<file path="src/rtl/output_buf_ctrl.sv">
// Output-buffer controller. It runs a 16-entry circular FIFO over the systolic result buffer
// and drains the stored words to an external port through a three-state FSM.
module output_buf_ctrl (
  input  logic       clk,
  input  logic       rst,
  input  logic       res_valid,
  input  logic       drain_start,
  input  logic       ext_ready,
  output logic       op_buffer_instr_for_storing_data,
  output logic [3:0] op_buf_addr_for_store,
  output logic       op_buffer_instr_for_sending_data,
  output logic [3:0] op_buf_addr_for_external_comm,
  output logic       ext_valid,
  output logic [4:0] fill_count,
  output logic       full,
  output logic       empty,
  output logic       busy,
  output logic       drain_done,
  output logic       overflow_err
);

  typedef enum logic [1:0] {IDLE, SEND, LAST} state_t;

  state_t     state_q;
  logic [3:0] wr_ptr_q, rd_ptr_q;
  logic [4:0] count_q, count_d;
  logic       ext_valid_q, drain_done_q, ovf_q;
  logic       store_en, send_en;

  assign full  = (count_q == 5'd16);
  assign empty = (count_q == 5'd0);

  // Strobes are held low during reset so nothing reaches the buffer in that cycle.
  assign store_en = res_valid & ~full & ~rst;
  assign send_en  = (state_q == SEND) & ext_ready & ~empty & ~rst;

  always_comb begin
    count_d = count_q;
    case ({store_en, send_en})
      2'b10:   count_d = count_q + 5'd1;
      2'b01:   count_d = count_q - 5'd1;
      default: count_d = count_q;
    endcase
  end

  always_ff @(posedge clk) begin
    if (rst) begin
      state_q      <= IDLE;
      wr_ptr_q     <= 4'd0;
      rd_ptr_q     <= 4'd0;
      count_q      <= 5'd0;
      ext_valid_q  <= 1'b0;
      drain_done_q <= 1'b0;
      ovf_q        <= 1'b0;
    end else begin
      if (store_en) wr_ptr_q <= wr_ptr_q + 4'd1;
      if (send_en)  rd_ptr_q <= rd_ptr_q + 4'd1;
      count_q      <= count_d;
      ext_valid_q  <= send_en;
      drain_done_q <= 1'b0;
      if (res_valid && full) ovf_q <= 1'b1;
      case (state_q)
        IDLE: if (drain_start && !empty) state_q <= SEND;
        // Leave only when this send empties the buffer; a concurrent store keeps us draining.
        SEND: if (send_en && count_d == 5'd0) begin
          state_q      <= LAST;
          drain_done_q <= 1'b1;
        end
        LAST: state_q <= IDLE;
        default: state_q <= IDLE;
      endcase
    end
  end

  assign op_buffer_instr_for_storing_data = store_en;
  assign op_buf_addr_for_store            = wr_ptr_q;
  assign op_buffer_instr_for_sending_data = send_en;
  assign op_buf_addr_for_external_comm    = rd_ptr_q;
  assign ext_valid    = ext_valid_q;
  assign fill_count   = count_q;
  assign busy         = (state_q != IDLE);
  assign drain_done   = drain_done_q;
  assign overflow_err = ovf_q;

endmodule

</file>
<file path="config.mk">
export PLATFORM = sky130hd
export DESIGN_NAME = output_buf_ctrl
export DESIGN_NICKNAME = d
export VERILOG_FILES = /design/src/rtl/output_buf_ctrl.sv
export SDC_FILE = /design/constraint.sdc
export NUM_CORES = 1
export LEC_CHECK = 0
export BUFFER_PORTS_ARGS = -buffer_cell sky130_fd_sc_hd__buf_2
export CAP_MARGIN = 20
export CORE_MARGIN = 2
export CORE_UTILIZATION = 50
export DETAILED_ROUTE_END_ITERATION = 6
export PLACE_DENSITY = 0.78
export SLEW_MARGIN = 25
export SYNTH_ARGS = -nofsm -noshare
export SYNTH_HDL_FRONTEND = slang
export SYNTH_SLANG_ARGS = --single-unit
</file>
<file path="constraint.sdc">
create_clock -name clk -period 4.3 [get_ports clk]
set_input_delay 0.86 -clock clk [delete_from_list [all_inputs] [get_ports clk]]
set_output_delay 0.86 -clock clk [all_outputs]
set_load 0.02 [all_outputs]
</file>
==> out/qor.csv <==
stage,metric,value,unit
die,die_area,2187,µm²
drt,firstDrtPassIters,4,
run,cap_violations,0,
pwr,pwr_density_cell,293.6,nW/µm²
pwr,p_leak,0.0005366,µW
final_layout,diodes,0,
timing,finalCritPeriodShare,81.88,%
yosys,synth_xor_area_share,8.618,%
timing,skew,0.7521,ps
final_layout,drive_above_1_share,30.51,%
timing,worst_slew_pin_slew,532.6,ps
critical_path,crit_family,simple AND/OR/NAND/NOR gates,
yosys,yosysSeqAreaShare,39.40,%
cts,cts_tree,done,
placed_design,dp_hpwl,1372,µm
timing,maxSlewViolCount,0,
grt,grt_usage,17.47,%
critical_path,crit_path_top_delay_cell,nor4b_1,
drt,drt_iter0_drc,10,
status,outcome,"complete, no violations",
critical_path,crit_buf_inv,1,
yosys,synth_fa_ha_area_share,10.40,%
die,rows,15,
timing,setup_tns,0,ps
critical_path,endpoint_kind,flop,
critical_path,path_cells,buf_2 > or3b_4 > a211oi_4 > ha_1 > fa_1 > nor4b_1 > o211ai_4 > a2111oi_4 > o32ai_1,
yosys,synth-compound-area-share,16.96,%
timing,min_period,3521,ps
final_layout,area_growth_syn_to_layout,20.38,%
critical_path,crit_path_start_kind,input pin,
die,initial_core_util,52.97,%
cts,clk_path_buf_depth,2,
cts,htree_levels,1,
cts,clock-root-buffer,clkbuf_4,
cts,cts.reportedPaths.clkPinSlew,90,ps
die,coreArea,1727,µm²
placed_design,placed_area,1079,µm²
cts,cts_made_buffers,3,
drt,vias_per_cell,5.189,
pwr,irDropWorstVdd,0.2355,mV
cts,cts_resized,0,
yosys,avgSynthCellArea,10.16,µm²
cts,holdBufCountCts,0,
die,dieWidth,46.77,µm
final_layout,final_common_cell,buf_2,
timing,hold_viol_final,0,
placed_design,routabilityCongestion,0.7750,
placed_design,port_buffers,25,
min_path,hp-class,reg -> reg,
grt,antenna_found_initial,0,
drt,drt_wl_total,1670,µm
yosys,syn_nets,102,
drt,wl_per_cell,11.68,µm
timing,relSlewSlack,64.00,%
yosys,yosys.area_share.simple,18.88,%
yosys,synth_top_family_by_area,simple AND/OR/NAND/NOR gates,
timing,rsz0062_at_grt,false,
drt,route.detailed.drc,0,
drt,ant_nets,0,
yosys,ys_types,35,
drt,vias,742,
yosys,ys.warnings.count,0,
die,ioPinCount,26,
cts,cts_setup_buffers,0,
critical_path,max_stage_delay,520,ps
grt,grt_pass1_wl,2718,µm
critical_path,worstPathRequired,4460,ps
critical_path,crit_type,in -> reg,
timing,setup_viol,0,
cts,clock_sinks,18,
cts,clock_latency,280,ps
final_layout,design_area,1101,µm²
grt,grt-ovfl-total,0,
critical_path,arrival,3680,ps
final_layout,nNetsFinal,132,
yosys,synth-seq-cells,18,
grt,grt_pass1_vias,638,
critical_path,worstPathMaxFanout,17,
timing,max_freq,284.0,MHz
die,die_h,46.77,µm
final_layout,layout_common_cells,"buf_2 (25), dfxtp_1 (18), nor2_1 (13), xor2_1 (6), ha_1 (6)",
yosys,syn_inst,90,
yosys,synth.area.mux_share,3.283,%
grt,grt_start_max_net_pins,18,
yosys,synth_area,914.6,µm²
==> metrics by stage <==
| step | hold slack (ps) | total power (µW) | std cells | worst slack (ps) | util, % |
|---|---|---|---|---|---|
| final | 481.7 | 323.2 | 143 | 779.1 | 63.77 |
| after global routing | 518.6 | 346.7 | 143 | 489.2 | 63.77 |
| after CTS | 491.5 | 327.3 | 143 | 771.5 | 63.77 |
| after detailed placement | 470.0 | 248.5 | 140 | 460.3 | 62.46 |
| after global placement | 450.2 | 247.1 | 140 | 564.2 | 62.46 |
| after floorplan | 537.0 | 228.4 | 90 | 537.1 | - |
==> path summary, 6_finish.rpt <==
check | cells after the start | slack (ps) | startpoint | endpoint
max | 9 | 780 | rst | state_q[0]
min | 2 | 480 | overflow_err | overflow_err
max reg2reg | 11 | 820 | fill_count[0] | state_q[0]
min reg2reg | 2 | 480 | overflow_err | overflow_err
==> layout make-up <==
class,count,area [µm²]
clock buffer,3,22.52
inverter,4,15.01
sequential,18,360.3
fill,154,625.6
multi-input combinational,66,531.8
tap,25,31.28
timing repair buffer,27,140.1
==> worst register-to-register path, stage by stage (launching register included) <==
cell and delay (ps):
dfxtp_1 510, nor4_2 90, buf_4 160, a21boi_1 400
nand2b_1 160, ha_1 320, fa_1 430, xor2_1 170
nor4b_1 470, o211ai_4 150, a2111oi_4 350, o32ai_1 140
==> registers in the layout (all words and copies together) (netlist names) <==
signal / cells
overflow_err: 1
drain_done: 1
state_q: 2
op_buf_addr_for_store: 4
fill_count: 5
op_buf_addr_for_external_comm: 4
ext_valid: 1
==> logic make-up after synthesis <==
| family | Yosys count |
|---|---|
| buf+inv | 6 |
| flops | 18 |
| xor+xnor | 9 |
| mux | 3 |
| fa+ha+maj | 7 |
| simple gates | 32 |
| compound gates | 15 |
==> cells in the mapped netlist, drive strengths merged <==
cell	instances	share of area [%]
nand4	2	1.4
nor3	1	0.55
nand3	1	0.55
clkinv	1	0.41
ha	6	8.2
a21o	1	0.82
a21boi	1	0.82
nand2b	2	1.4
a2111oi	2	4.0
nor4	2	2.1
clkbuf	2	0.82
dfxtp	18	39
nand2	4	1.6
a31oi	1	0.68
fa	1	2.2
and2	2	1.4
o32ai	1	0.96
a21oi	4	2.2
nand3b	1	0.82
nor2	13	5.3
a211oi	2	3.0
xnor2	3	2.9
nor4b	1	0.96
o211ai	1	2.3
or3b	1	1.2
inv	3	1.2
mux2i	3	3.3
or2	1	0.68
xor2	6	5.7
o21ba	1	1.1
and4	1	0.96
a21bo	1	1.1
==> layer usage <==
metal  share of wire [%]  track usage (%)  wire length, µm
met3                 7.8            6.923              131
met1                  41            20.00              689
met2                  50            31.78              843
met4                0.36            1.667                6
met5                   0                0                0
==> where the power goes <==
group / internal [µW] / switching (µW) / leakage (µW) / total (µW)
Sequential: 173 / 8.04 / 0.000146 / 181
Clock: 32.5 / 46.1 / 0.0000138 / 78.6
Combinational: 26.0 / 37.4 / 0.000377 / 63.5
Power figures use the tool's default switching activity.
